`src/rtl/icache_pkg.sv`:
```
// Shared types and default geometry for the direct-mapped instruction cache.
package icache_pkg;

    localparam int ADDRESS_SIZE_DEF = 32;
    localparam int LINE_WORDS_DEF   = 4;
    localparam int NUM_LINES_DEF    = 4;

    localparam int BYTE_BITS   = 2;
    localparam int OFFSET_BITS = $clog2(LINE_WORDS_DEF);
    localparam int INDEX_BITS  = $clog2(NUM_LINES_DEF);
    localparam int TAG_BITS    = ADDRESS_SIZE_DEF - INDEX_BITS - OFFSET_BITS - BYTE_BITS;
    localparam int LINE_BITS   = ADDRESS_SIZE_DEF * LINE_WORDS_DEF;

    typedef enum logic [1:0] {
        IDLE,
        REQ,
        FILL
    } state_t;

endpackage

```
`src/rtl/icache_line_store.sv`:
```
// Valid/tag/data arrays: one synchronous write port, one combinational read port.
// Only the valid bits are reset; tags and data are don't-care until validated.
module icache_line_store
    import icache_pkg::*;
#(
    parameter int NUM_LINES = NUM_LINES_DEF,
    parameter int IDX_W     = INDEX_BITS,
    parameter int TAG_W     = TAG_BITS,
    parameter int LINE_W    = LINE_BITS
) (
    input  logic              clk,
    input  logic              reset,
    input  logic [IDX_W-1:0]  rd_index,
    output logic              rd_valid,
    output logic [TAG_W-1:0]  rd_tag,
    output logic [LINE_W-1:0] rd_data,
    input  logic              wr_en,
    input  logic [IDX_W-1:0]  wr_index,
    input  logic [TAG_W-1:0]  wr_tag,
    input  logic [LINE_W-1:0] wr_data
);

    logic [NUM_LINES-1:0] valid;
    logic [TAG_W-1:0]     tags  [NUM_LINES];
    logic [LINE_W-1:0]    lines [NUM_LINES];

    always_ff @(posedge clk or posedge reset) begin
        if (reset) begin
            valid <= '0;
        end else if (wr_en) begin
            valid[wr_index] <= 1'b1;
        end
    end

    always_ff @(posedge clk) begin
        if (wr_en) begin
            tags[wr_index]  <= wr_tag;
            lines[wr_index] <= wr_data;
        end
    end

    assign rd_valid = valid[rd_index];
    assign rd_tag   = tags[rd_index];
    assign rd_data  = lines[rd_index];

endmodule

```
`src/rtl/icache.sv`:
```
// Direct-mapped instruction cache: combinational hit path, single-line refill over req/ack.
// ICACHE_STATS_EN adds hit_count/miss_count outputs.
module icache
    import icache_pkg::*;
#(
    parameter int ADDRESS_SIZE = ADDRESS_SIZE_DEF,
    parameter int LINE_WORDS   = LINE_WORDS_DEF,
    parameter int NUM_LINES    = NUM_LINES_DEF
) (
    input  logic                             clk,
    input  logic                             reset,
    input  logic [ADDRESS_SIZE-1:0]          pc,
    input  logic                             fetch_valid,
    input  logic                             I_stall_in,
    output logic [ADDRESS_SIZE-1:0]          I_instruction,
    output logic                             I_stall,
    output logic                             mem_req,
    output logic [ADDRESS_SIZE-1:0]          mem_addr,
    input  logic                             mem_ack,
    input  logic [ADDRESS_SIZE*LINE_WORDS-1:0] mem_rdata
`ifdef ICACHE_STATS_EN
    ,
    output logic [31:0]                      hit_count,
    output logic [31:0]                      miss_count
`endif
);

    localparam int BYTE_W = 2;
    localparam int OFF_W  = $clog2(LINE_WORDS);
    localparam int IDX_W  = $clog2(NUM_LINES);
    localparam int TAG_W  = ADDRESS_SIZE - IDX_W - OFF_W - BYTE_W;
    localparam int LINE_W = ADDRESS_SIZE * LINE_WORDS;

    state_t state, next_state;

    logic [OFF_W-1:0]  pc_off;
    logic [IDX_W-1:0]  pc_index;
    logic [TAG_W-1:0]  pc_tag;
    logic              unused_pc_bits;

    logic              rd_valid;
    logic [TAG_W-1:0]  rd_tag;
    logic [LINE_W-1:0] rd_data;
    logic [ADDRESS_SIZE-1:0] hit_word;
    logic              hit;

    logic [TAG_W-1:0]  fill_tag;
    logic [IDX_W-1:0]  fill_index;
    logic              start_fill;
    logic              wr_en;

    assign pc_off         = pc[BYTE_W +: OFF_W];
    assign pc_index       = pc[BYTE_W + OFF_W +: IDX_W];
    assign pc_tag         = pc[ADDRESS_SIZE-1 -: TAG_W];
    assign unused_pc_bits = &{1'b0, pc[BYTE_W-1:0]};

    icache_line_store #(
        .NUM_LINES (NUM_LINES),
        .IDX_W     (IDX_W),
        .TAG_W     (TAG_W),
        .LINE_W    (LINE_W)
    ) u_store (
        .clk      (clk),
        .reset    (reset),
        .rd_index (pc_index),
        .rd_valid (rd_valid),
        .rd_tag   (rd_tag),
        .rd_data  (rd_data),
        .wr_en    (wr_en),
        .wr_index (fill_index),
        .wr_tag   (fill_tag),
        .wr_data  (mem_rdata)
    );

    assign hit      = fetch_valid && rd_valid && (rd_tag == pc_tag);
    assign hit_word = rd_data[pc_off*ADDRESS_SIZE +: ADDRESS_SIZE];

    always_ff @(posedge clk or posedge reset) begin
        if (reset) begin
            state <= IDLE;
        end else begin
            state <= next_state;
        end
    end

    // Fill address is captured at miss detection so pc may wander during the fill.
    always_ff @(posedge clk or posedge reset) begin
        if (reset) begin
            fill_tag   <= '0;
            fill_index <= '0;
        end else if (start_fill) begin
            fill_tag   <= pc_tag;
            fill_index <= pc_index;
        end
    end

    assign mem_addr = {fill_tag, fill_index, {(OFF_W + BYTE_W){1'b0}}};

    always_comb begin
        next_state    = state;
        mem_req       = 1'b0;
        I_stall       = 1'b0;
        I_instruction = '0;
        start_fill    = 1'b0;
        wr_en         = 1'b0;
        case (state)
            IDLE: begin
                if (fetch_valid) begin
                    if (hit) begin
                        I_instruction = hit_word;
                    end else begin
                        I_stall = 1'b1;
                        if (!I_stall_in) begin
                            start_fill = 1'b1;
                            next_state = REQ;
                        end
                    end
                end
            end
            REQ: begin
                mem_req = 1'b1;
                I_stall = 1'b1;
                if (mem_ack) begin
                    wr_en      = 1'b1;
                    next_state = FILL;
                end
            end
            FILL: begin
                I_stall    = 1'b1;
                next_state = IDLE;
            end
            default: begin
                next_state = IDLE;
            end
        endcase
    end

`ifdef ICACHE_STATS_EN
    always_ff @(posedge clk or posedge reset) begin
        if (reset) begin
            hit_count  <= '0;
            miss_count <= '0;
        end else begin
            if (state == IDLE && hit && !I_stall_in) begin
                hit_count <= hit_count + 32'd1;
            end
            if (start_fill) begin
                miss_count <= miss_count + 32'd1;
            end
        end
    end
`endif

endmodule

```
`config.mk`:
```
export PLATFORM = sky130hd
export DESIGN_NAME = icache
export DESIGN_NICKNAME = d
export VERILOG_FILES = /design/src/rtl/icache_pkg.sv /design/src/rtl/icache_line_store.sv /design/src/rtl/icache.sv
export SDC_FILE = /design/constraint.sdc
export NUM_CORES = 1
export LEC_CHECK = 0
export CORE_ASPECT_RATIO = 1.5
export CORE_MARGIN = 1
export CORE_UTILIZATION = 45
export DETAILED_ROUTE_END_ITERATION = 8
export DONT_BUFFER_PORTS = 1
export PLACE_DENSITY_LB_ADDON = 0.05
export SETUP_SLACK_MARGIN = 0.5
export SLEW_MARGIN = 40
export SYNTH_ARGS = -nofsm -noshare
export SYNTH_HDL_FRONTEND = slang
export SYNTH_HIERARCHICAL = 1
export SYNTH_SLANG_ARGS = --single-unit
```
`constraint.sdc`:
```
create_clock -name clk -period 31.8 [get_ports clk]
set_clock_uncertainty 0.05 [all_clocks]
set_input_delay 6.36 -clock clk [delete_from_list [all_inputs] [get_ports clk]]
set_output_delay 6.36 -clock clk [all_outputs]
set_load 0.02 [all_outputs]
```
Yosys cells after proc, flatten, opt, wreduce, memory -nomap -nowiden
Memories as Yosys holds them, arrays and structs flattened.
Cells that the tools add are included.
- flip-flop bits (word level): 34
- logic and storage cells: 48
- memory bits (writable): 616
- memories: 2
- bits in latches: 0
- memory bits (read-only): 0
- input bits: 165
- muxes and demuxes: 24
- div/mod/pow operators: 0
- add/subtract/negate cells: 0
- reduce and logical (&&, ||, !) cells: 6
- multipliers: 0
- equal/unequal tests: 7
- shift operators: 1
- bitwise logic cells: 1
- order comparisons: 3
- memory list (memory ; words ; width ; rd ports ; clocked after Yosys merged registers in ; wr ports ; line ; RTL):
    u_store.lines ; 4 ; 128 ; 1 ; 0 ; 1 ; icache_line_store.sv:25 ; logic [LINE_W-1:0] lines [NUM_LINES];
    u_store.tags ; 4 ; 26 ; 1 ; 0 ; 1 ; icache_line_store.sv:24 ; logic [TAG_W-1:0] tags [NUM_LINES];
- operator list (cell ; count):
    variable part select 128 x 8 -> 32 bit ; 1
    two-way mux 32 bit ; 3
    equality test 26 bit ; 1
    two-way mux 1 bit ; 13
    two-way mux 2 bit ; 4
    != test 2 bit, second input constant ; 4
    less-than comparator 2 x 3 -> 1 bit, second input constant ; 2
    bitwise OR 4 bit ; 1
    one-hot mux 2 bit (2 select lines) ; 1
    AND reduction 4 bit ; 1
    logical AND 1 bit ; 3
    binary-select mux 1 bit (select 2 bit) ; 1
    demux 1 bit (select 2 bit) ; 1
    equality test 2 x 1 -> 1 bit, second input constant ; 1
    equality test 2 bit, second input constant ; 1
    greater-or-equal comparator 2 x 1 -> 1 bit, second input constant ; 1
    logical NOT 2 bit ; 1
    one-hot mux 1 bit (2 select lines) ; 1
    OR reduction 2 bit ; 1

Logic depth before layout (Yosys ltp)
Gate-level depths: netlist (run 1).
- depth in word-level cells: 7
- mapped depth: 11
- depth with buffers taken out: 7

Modules after synthesis
The synthesis (run 1) kept the hierarchy.
- modules (own cells, without submodules) (module ; cells an instance ; times used ; area each (µm²)):
    icache_line_store ; 819 ; 1 ; 22375.2
    icache ; 199 ; 1 ; 2638.8

Least setup slack after synthesis (run 1)
OpenSTA, ideal clock, no wires.
- path type: input to register
- start point: input mem_ack
- end point: register u_store.valid[0]
- arrival: 18.625 ns
- cell stages on the path: 3
- slack: 12.989 ns
- library setup time: 0.136 ns
- cells stage by stage: and2_1 -> nor3b_1 -> or2_2
- longest elaborated chain between the ends: 2
- RTL lines (item ; line ; RTL):
    start: declaration ; icache.sv:19 ; input logic mem_ack,
    two-way mux 1 bit ; icache.sv:123 ; if (mem_ack) begin
    two-way mux 1 bit ; icache.sv:106 ; case (state)
    end signal: assignment ; icache_line_store.sv:29 ; valid <= '0;
    end signal: indexed assignment ; icache_line_store.sv:31 ; valid[wr_index] <= 1'b1;
    end: declaration ; icache_line_store.sv:23 ; logic [NUM_LINES-1:0] valid;
No other way between the ends.
A chain may end at the register's enable or synchronous reset.

Worst setup path after layout (run 1)
- start point: input pc[4]
- end point: output I_instruction[15]
- longest elaborated chain between the ends: 7
- RTL lines (item ; line ; RTL):
    start: declaration ; icache.sv:12 ; input logic [ADDRESS_SIZE-1:0] pc,
    branches (longest 4 deep; another with memory read (4 x 128 bit)) ; -- ;
    two-way mux 32 bit * ; icache.sv:109 ; if (hit) begin
    two-way mux 32 bit * ; icache.sv:108 ; if (fetch_valid) begin
    two-way mux 32 bit * ; icache.sv:106 ;
    end: declaration ; icache.sv:15 ; output logic [ADDRESS_SIZE-1:0] I_instruction,
Mark *: on every way between the ends. The select of a mux whose other input is x is not followed.

==> impl.org, run 1 <==
** Status
- Result of the run :: complete, no violations

** Yosys
- After Yosys synthesis, and, or, nand and nor cells account for 1.451% of the synthesized area.
- After synthesis the cells add up to 25010 µm².
- Post-Synth XOR/XNOR Area :: less than 1%
- In this run, synthesis inferred 616 flip-flops with an integrated enable.
- Post-synth ARST share :: 5.231%
- The Yosys step of the flow raised 6 warnings.
- Number of cells produced by synthesis :: roughly 1000
- After Yosys synthesis, full adders, half adders and majority gates account for 0.1501% of the synthesized area.
- Most frequently used flop master after synthesis :: edfxtp_1
- Sequential area share after synthesis :: 77.35%
- Portion of netlist area occupied by mux cells :: 18.40%
- Synthesized-area fraction occupied by ao, oa, aoi and oai cells :: 0.2101%
- After synthesis, the largest family of logic cells by area is multiplexers.
- Averaged over all synthesized cells, the footprint is 24.57 µm².
- Post-synthesis sequential element count :: 650
- The number of different library cells used by synthesis comes to 37.

** Placement
- Summed over all nets, the half-perimeter wirelength after detailed placement is approximately 28000 µm.
- Port Buf Inserts :: 0
- After detailed placement, the design holds a cell count of 1678.
- Setup slack after placement :: 16.32 ns
- The congestion estimate from routability-driven global placement came to between 0.6 and 0.7.
- In this run the cell area measured after placement is 25760 µm².

** Drt
- DRT iter0 DRCs :: 439
- Using the TritonRoute via totals, the vias-per-cell ratio works out to 5.774.
- The pre-antenna-repair detailed-routing pass consisted of 4 iterations.
- Wires add up to 51350 µm.
- Average routed wire per standard cell :: 28.62 µm
- Number of vias in the routed layout :: 10359
- Count of antenna-violating nets left after detailed routing :: 0
- Detailed-route DRC error count :: 0

** STA
- The count of final hold-check violations is 0.
- Final Cycle Share :: around 49%
- For the final routed database, the setup TNS stands at 0 ns.
- Final setup violation count :: 0
- After layout, the worst setup slack is 16.38 ns.
- Slew Viols, Final :: 0
- For the pin with the worst max-slew slack, the measured transition is 0.8090 ns.
- Final critical path time including I/O delays and setup :: 15.42 ns
- Setup repair after global routing left no endpoint under its margin.
- For this run, the top clock speed supported by timing is approximately 65 MHz.
- In this run the tightest slew margin relative to its limit is 45.36%.
- Hold Worst Slack :: around 0.42 ns

** Layout
- With fillers left out, the area of the finished cells amounts to between 20000 and 30000 µm².
- Relative to the synthesized area, the layout overhead comes to 10.58%.
- At the end of the flow, the number of nets in the layout was 1215.
- Area occupied by multi-input gates :: approximately 5300 µm²
- The post-route netlist has 29.96% of its cells at a drive strength greater than 1.
- Leading cell type in the layout, fill and taps excluded :: edfxtp_1
- Final core utilization :: 50.49%
- Leaving out filler cells and counting taps, the final layout contains 1794.
- The library cells used most frequently in the layout, excluding fill and tap cells, are edfxtp_1, mux4_2, clkbuf_16.
- After filler insertion, the fill cell instance count of the layout stands at 4319.
- Area of all sequential standard cells :: 19350 µm²

** Setup path
- CP max-delay cell :: mux4_2
- Crit path max-delay family :: simple AND/OR/NAND/NOR gates
- Maximum fanout along the worst path :: 156
- At the worst endpoint, the arrival time is roughly 9 ns.
- Measured in cells, the most critical reg-to-reg path has a length of 10.
- In this design, the stage delay of the slowest critical-path cell is 0.49 ns.
- Critical-path cell list :: mux4_2 > xor2_1 > nor4_1 > nand4_1 > nor4_4 > buf_4 > and3_1
- Across all register-to-register paths, the minimum setup slack is 27.72 ns.
- The worst register-to-register path begins at u_store/tags[3][14]$_DFFE_PP_.
- Endpoint type of the worst setup path :: output pin
- Worst Path Buf+Inv :: 1
- Data on the critical path is required at its endpoint by 25.39 ns.
- The worst setup path is of the primary input to output pin kind.
- Element type at the critical path start :: primary input
- The worst register-to-register path ends at fill_tag[11]$_DFFE_PP0P_.

** CTS
- Buffer count from post-CTS setup fixing :: 0
- TritonCTS clock tree :: yes
- The clock passes through at most 3 buffers.
- Buffers inserted during clock tree synthesis total 61.
- Number of levels in the clock H-tree :: 2
- Clock-pin slew reported for the worst setup and hold paths after clock tree synthesis :: 0.06 ns
- In this run the clock root is driven by a clkbuf_16.
- The number of gates resized after CTS was 0.
- Clock latency on the worst-skew pair, taken at its later pin, is 0.61 ns.
- Hold repair after CTS inserted 0 buffers.
- # clock sinks :: 650

** Power
- Per report_power, the sequential group accounts for 56.3% of the total.
- Cell Int Power :: 1.520 mW
- Net switching is 23.70% of the power.
- Power consumption :: approximately 2 mW
- Leakage component of the power :: 8.817 nW
- Switching Power :: 472.1 µW
- The clock network accounts for 34.7% of the total power.
- Combinational cell fraction of total power :: 9.0%
- Worst IR drop on VDD :: 0.05714 mV
- Power Dens Cells :: 72.02 nW/µm²

** GRT
- The first global-routing pass estimated ~76000 µm of wire.
- In this run the most used layer during global routing was met2.
- Via count of the first global-routing pass :: 11386
- Global-route track usage on met3 :: 6.313%
- Maximum number of pins on one net before global-route repair :: 157
- The number of antenna violations at the first check in global routing was 1.
- Summed over all layers, the global routing overflow is 0.
- Global-route track usage on met2 :: 31.66%
- GRT Total Usage :: 18.60%
- For this run, global-route usage on met1 was measured as 22.49%.

** Floorplanning
- The die is 290.8 µm tall.
- Floorplan core area :: between 50000 and 60000 µm²
- The floorplan step set the die width to 194.5 µm.
- Boundary pin count :: roughly 230
- Effective utilization at floorplan :: a little under half
- Die Outline Area :: 56550 µm²
- Number of placement rows :: 105

** Min path
- Worst min-delay path endpoint :: u_store/valid[3]$_DFFE_PP0P_
- The tightest min-delay check is of the flip-flop to flip-flop type.
- Counting instances, the worst hold path has a depth of 1.
- In this run the most critical hold path is launched from u_store/valid[3]$_DFFE_PP0P_.

** Flow run
- The tool flagged a number of max-cap violations equal to 0.
==> cells in the mapped netlist, types with 2 or more instances <==
master | count | area [µm²]
buf_12 | 2 | 40.04
mux2_2 | 8 | 90.09
edfxtp_1 | 616 | 18500
mux4_2 | 187 | 4212
nor2b_1 | 2 | 12.51
buf_1 | 3 | 11.26
xor2_1 | 15 | 131.4
and3_2 | 2 | 15.01
xnor2_1 | 11 | 96.34
and3_1 | 31 | 193.9
mux2_4 | 20 | 300.3
nor2_1 | 3 | 11.26
buf_4 | 16 | 120.1
clkbuf_1 | 12 | 45.04
nor4_1 | 4 | 25.02
or2_2 | 3 | 18.77
buf_2 | 16 | 80.08
nand2_1 | 3 | 11.26
nand4_1 | 3 | 18.77
inv_1 | 4 | 15.01
buf_6 | 6 | 67.56
ha_1 | 3 | 37.54
dfrtp_1 | 34 | 850.8
==> logic make-up (layout without fill, tap and decap cells) <==
group / after synthesis / in the layout
buffers and inverters: 59 / 136
multiplexers: 215 / 215
AND/OR/NAND/NOR: 57 / 57
flip-flops: 650 / 650
AO/OA/AOI/OAI: 7 / 7
adder cells (fa/ha/maj): 3 / 3
XOR/XNOR: 26 / 26
other: 1 / 5
==> how the worst max path moves through the flow <==
stage	from	cells past startpoint	to
after floorplan	mem_ack	3	u_store/valid[0]$_DFFE_PP0P_
after global placement	pc[4]	7	I_instruction[2]
after detailed placement	pc[4]	7	I_instruction[11]
after CTS	pc[4]	7	I_instruction[11]
after global routing	pc[4]	7	I_instruction[2]
final	pc[4]	7	I_instruction[15]
==> power groups by stage <==
stage / Combinational, mW / Clock, mW / Sequential, mW
finish: 0.180 / 0.691 / 1.12
floorplan: 0.142 / 0 / 1.13
CTS: 0.185 / 0.711 / 1.12
detailed placement: 0.184 / 0 / 1.14
global route: 0.193 / 0.739 / 1.13
global placement: 0.178 / 0 / 1.14
==> per-layer routing <==
layer  vias to the layer above  share of wire, %
met2                       261                51
li1                       4405                 -
met4                         0               2.0
met5                         -                 0
met1                      5625                39
met3                        68               8.0
==> final cells by class <==
cell class / instances / share of cell area (%)
Sequential cell: 650 / 69.95
Timing Repair Buffer: 18 / 0.7373
Antenna cell: 1 / 0.009047
Clock inverter: 31 / 0.7192
Multi-Input combinational cell: 312 / 19.27
Tap cell: 695 / 3.144
Inverter: 4 / 0.05428
Clock buffer: 83 / 6.115
==> registers in the layout (all words and copies together) (netlist names) <==
| register | cells |
|---|---|
| fill_index | 2 |
| u_store/valid | 4 |
| u_store/lines | 512 |
| fill_tag | 26 |
| u_store/tags | 104 |
| state | 2 |
Power figures use the tool's default switching activity.
==> run 2, diff against run 1 <==
==> constraint.sdc (replaced) <==
create_clock -name clk -period 13.3 [get_ports clk]
set_clock_uncertainty 0.05 [all_clocks]
set_input_delay 2.66 -clock clk [delete_from_list [all_inputs] [get_ports clk]]
set_output_delay 2.66 -clock clk [all_outputs]
set_load 0.02 [all_outputs]
==> run 2 against run 1 <==
Clock power is 140% higher. Design area is 0.24% higher. Critical path depth stayed put. Hold slack better by 0.0048 ns. First-iteration DRC count is 19% higher. Largest power group unchanged. Setup slack worse by 11 ns. Largest cell class unchanged. Die area stayed put. Flip-flop and latch count stayed put.
==> impl.org, run 2 (same netlist as run 1, synthesis figures left out) <==
** Power
- The areal power density over the cells was 173.0 nW/µm² (+140%).
- Switching Power :: 1.130 mW (+140%)
- The combinational share of power is 9.1% (about the same).
- Net switching fraction of the power :: 23.54% (-0.16 points)
- Leakage component of the power :: 8.837 nW (+0.23%)
- The internal power is 3.669 mW (+140%).
- The worst-case vdd ir drop is 0.1578 mV (+180%).
- The share of total power in the clock network came to 35.1% (+0.4 points).
- Part of the total power dissipated in sequential elements :: 55.8% (-0.5 points)

** CTS
- Total clock buffers created by CTS :: 60 (-1.6%)
- Buffer count from post-CTS setup fixing :: 0 (unchanged)
- The post-cts resize count came to 0 (unchanged).
- Maximum clock insertion buffer count :: 3 (unchanged)
- Clock-pin slew reported for the worst setup and hold paths after clock tree synthesis :: 0.06 ns (about the same)
- TritonCTS clock tree :: yes
- In this run the clock root is driven by a clkbuf_16.
- The number of buffers inserted by hold repair at cts is 0 (unchanged).
- The H-tree depth reported by CTS came to 2 (unchanged).
- # clock sinks :: 650 (unchanged)
- Clock insertion delay at the later pin of the skew report :: 0.61 ns (about the same)

** GRT
- The number of antenna violations at the first check in global routing was 0 (-1).
- Global-route wire length before repair :: 75810 µm (-0.22%)
- Congestion Overflow GR :: 0 (unchanged)
- GRT Total Usage :: 18.50% (-0.097 points)
- Maximum number of pins on one net before global-route repair :: 157 (unchanged)
- Via count of the first global-routing pass :: 11566 (+1.6%)

** Layout
- Commonest cells after routing, fill and taps aside :: edfxtp_1, mux4_2, clkbuf_16
- The flip-flop count of the largest register after layout came to 512 (unchanged).
- Ranked by flip-flop count, first place goes to u_store/lines.
- Antenna diode count :: 0 (-1)
- Leading cell type in the layout, fill and taps excluded :: edfxtp_1
- Layout net count :: 1211 (-0.33%)
- The largest registers in the layout are u_store/lines: 512 flops, u_store/tags: 104 flops, fill_tag: 26 flops.
- Layout cell share with drive strength beyond 1 :: 30.46% (+0.50 points)
- Area growth from synthesis to final layout :: 10.85%
- Number of non-filler instances in the completed layout :: 1785 (-0.50%)

** Placement
- Port Buf Inserts :: 0 (unchanged)
- Final RePlAce weighted congestion :: 0.6921 (+3.2%)
- Cell count after placement :: 1676 (-0.12%)
- HPWL after DPL :: 28100 µm (+0.50%)

** Drt
- Count of TritonRoute iterations in the first routing pass :: 4 (unchanged)
- Number of vias in the routed layout :: 10424 (+0.63%)
- Routed Wire Length :: 51180 µm (-0.34%)
- The detailed router's first-iteration violation count was 523 (+19%).
- Detailed-route DRC error count :: 0 (unchanged)
- Count of antenna-violating nets left after detailed routing :: 0 (unchanged)
- Average routed wire per standard cell :: 28.67 µm (+0.16%)
- The number of vias per cell after detailed routing is 5.840 (+1.1%).

** STA
- Final setup violation count :: 0 (unchanged)
- The transition time at the pin with the least slew margin came to 0.7656 ns (-0.04337 ns).
- Number of failing hold endpoints at the final stage :: 0 (unchanged)
- The final critical path takes up between 60% and 70% of the cycle.
- The number of slew-limit violations in the final report is 0 (unchanged).
- Static timing analysis puts the maximum clock frequency at 124.1 MHz.
- Setup repair after global routing left no endpoint under its margin.
- The minimum hold slack is 0.4226 ns (+0.004818 ns).
- Final critical path time including I/O delays and setup :: 8.061 ns
- The worst slew margin relative to its limit came to 48.96% (+3.6 points).
- The setup TNS came to 0 ns (unchanged).

** Floorplanning
- The site row count is 105 (unchanged).
- The width of the die was 194.5 µm (unchanged).
- The y dimension of the die is 290.8 µm (unchanged).
- Effective utilization at floorplan :: 45.66% (unchanged)
- Boundary pin count :: 231 (unchanged)
- Floorplan core area :: 54780 µm² (unchanged)
- Die Outline Area :: 56550 µm² (unchanged)

** Setup path
- The data arrival time of the critical path is 5.35 ns (-3.66 ns).
- The kind of cell with the highest combined delay along the critical path is simple AND/OR/NAND/NOR gates.
- The delay of the slowest cell on the worst path was 0.57 ns (+0.08 ns).
- CP max-delay cell :: nor4_1
- Count of cells along the worst register-to-register path :: 9 (-1)
- The signal on the critical path passes through mux4_2 > xor2_1 > nor4_1 > nand4_1 > nor4_4 > buf_4 > and3_1.
- STA classifies the critical path endpoint as an output pin.
- Maximum fanout along the worst path :: 156 (unchanged)
- Number of cells on the critical path :: 7 (unchanged)
- Worst Path Buf+Inv :: 1 (unchanged)
- By startpoint and endpoint, the worst setup path is classified as primary input to output pin.
- Req. time, crit path :: 10.59 ns (-14.80 ns)
- Element type at the critical path start :: primary input

** Status
- The flow ran to the end, and the final reports show no timing, DRC or antenna violations.

** Flow run
- Max-capacitance violation count :: 0 (unchanged)

** Min path
- The worst hold path belongs to the class flip-flop to flip-flop.
- Worst hold stages :: 1 (unchanged)
run 2: cell types whose count changed in the layout (fill, tap and decap cells not counted), moves of 2 or more:
cell        change
clkbuf_1        -7
clkinvlp_4      +2
bufinv_16       +4
clkinv_2        +4
clkbuf_16       -2
buf_6           -2
clkbuf_8        -3
buf_4           -4
clkinv_1        -3
buf_16          +3
run 2: power by group through the flow:
stage / clock (mW) / sequential, mW / combinational (mW)
6_report: 1.68 / 2.68 / 0.435
5_1_grt: 1.80 / 2.70 / 0.467
4_1_cts: 1.74 / 2.69 / 0.447
3_5_place_dp: 0 / 2.73 / 0.446
3_3_place_gp: 0 / 2.72 / 0.428
2_1_floorplan: 0 / 2.70 / 0.341
run 2: worst register-to-register path, stage by stage, from the launching register on:
cell and delay [ns]:
edfxtp_1 0.37, mux4_2 0.47, xor2_1 0.17, nor4_1 0.57
nand4_1 0.30, nor4_4 0.36, buf_4 0.33, nand3b_1 0.60
buf_4 0.49, mux2_2 0.40
run 2: path summary, 6_finish.rpt:
kind | end | start | slack (ns)
setup / recovery | I_instruction[13] | pc[4] | 5.24
hold / removal | u_store/valid[3]$_DFFE_PP0P_ | u_store/valid[3]$_DFFE_PP0P_ | 0.42
setup reg to reg | fill_tag[7]$_DFFE_PP0P_ | u_store/tags[1][14]$_DFFE_PP_ | 9.09
hold reg to reg | u_store/valid[3]$_DFFE_PP0P_ | u_store/valid[3]$_DFFE_PP0P_ | 0.42
max in group asynchronous | fill_tag[24]$_DFFE_PP0P_ | reset | 10.87
min in group asynchronous | u_store/valid[1]$_DFFE_PP0P_ | reset | 1.77
run 2: per-layer routing:
metal  global-route usage, %  part of all wire, %
met5                       0                    0
met3                   5.907                  7.3
met4                   4.859                  2.0
met2                   31.83                   51
met1                   22.45                   39
run 2: final cells by class:
type | instances | area (µm²)
timing repair buffer | 15 | 234.0
multi-input combinational | 312 | 5345
clock buffer | 71 | 1574
tap | 695 | 869.6
sequential | 650 | 19350
inverter | 4 | 15.01
fill | 4255 | 27050
clock inverter | 38 | 342.8
run 2: stage by stage:
stage	setup slack, ns	utilization, %	cell area, µm²	power [mW]
after floorplan	3.307	-	25030	3.045
after global placement	5.257	46.86	25670	3.145
after detailed placement	5.223	47.10	25800	3.174
after CTS	5.211	50.60	27720	4.868
after global routing	5.036	50.62	27730	4.972
final	5.239	50.62	27730	4.798
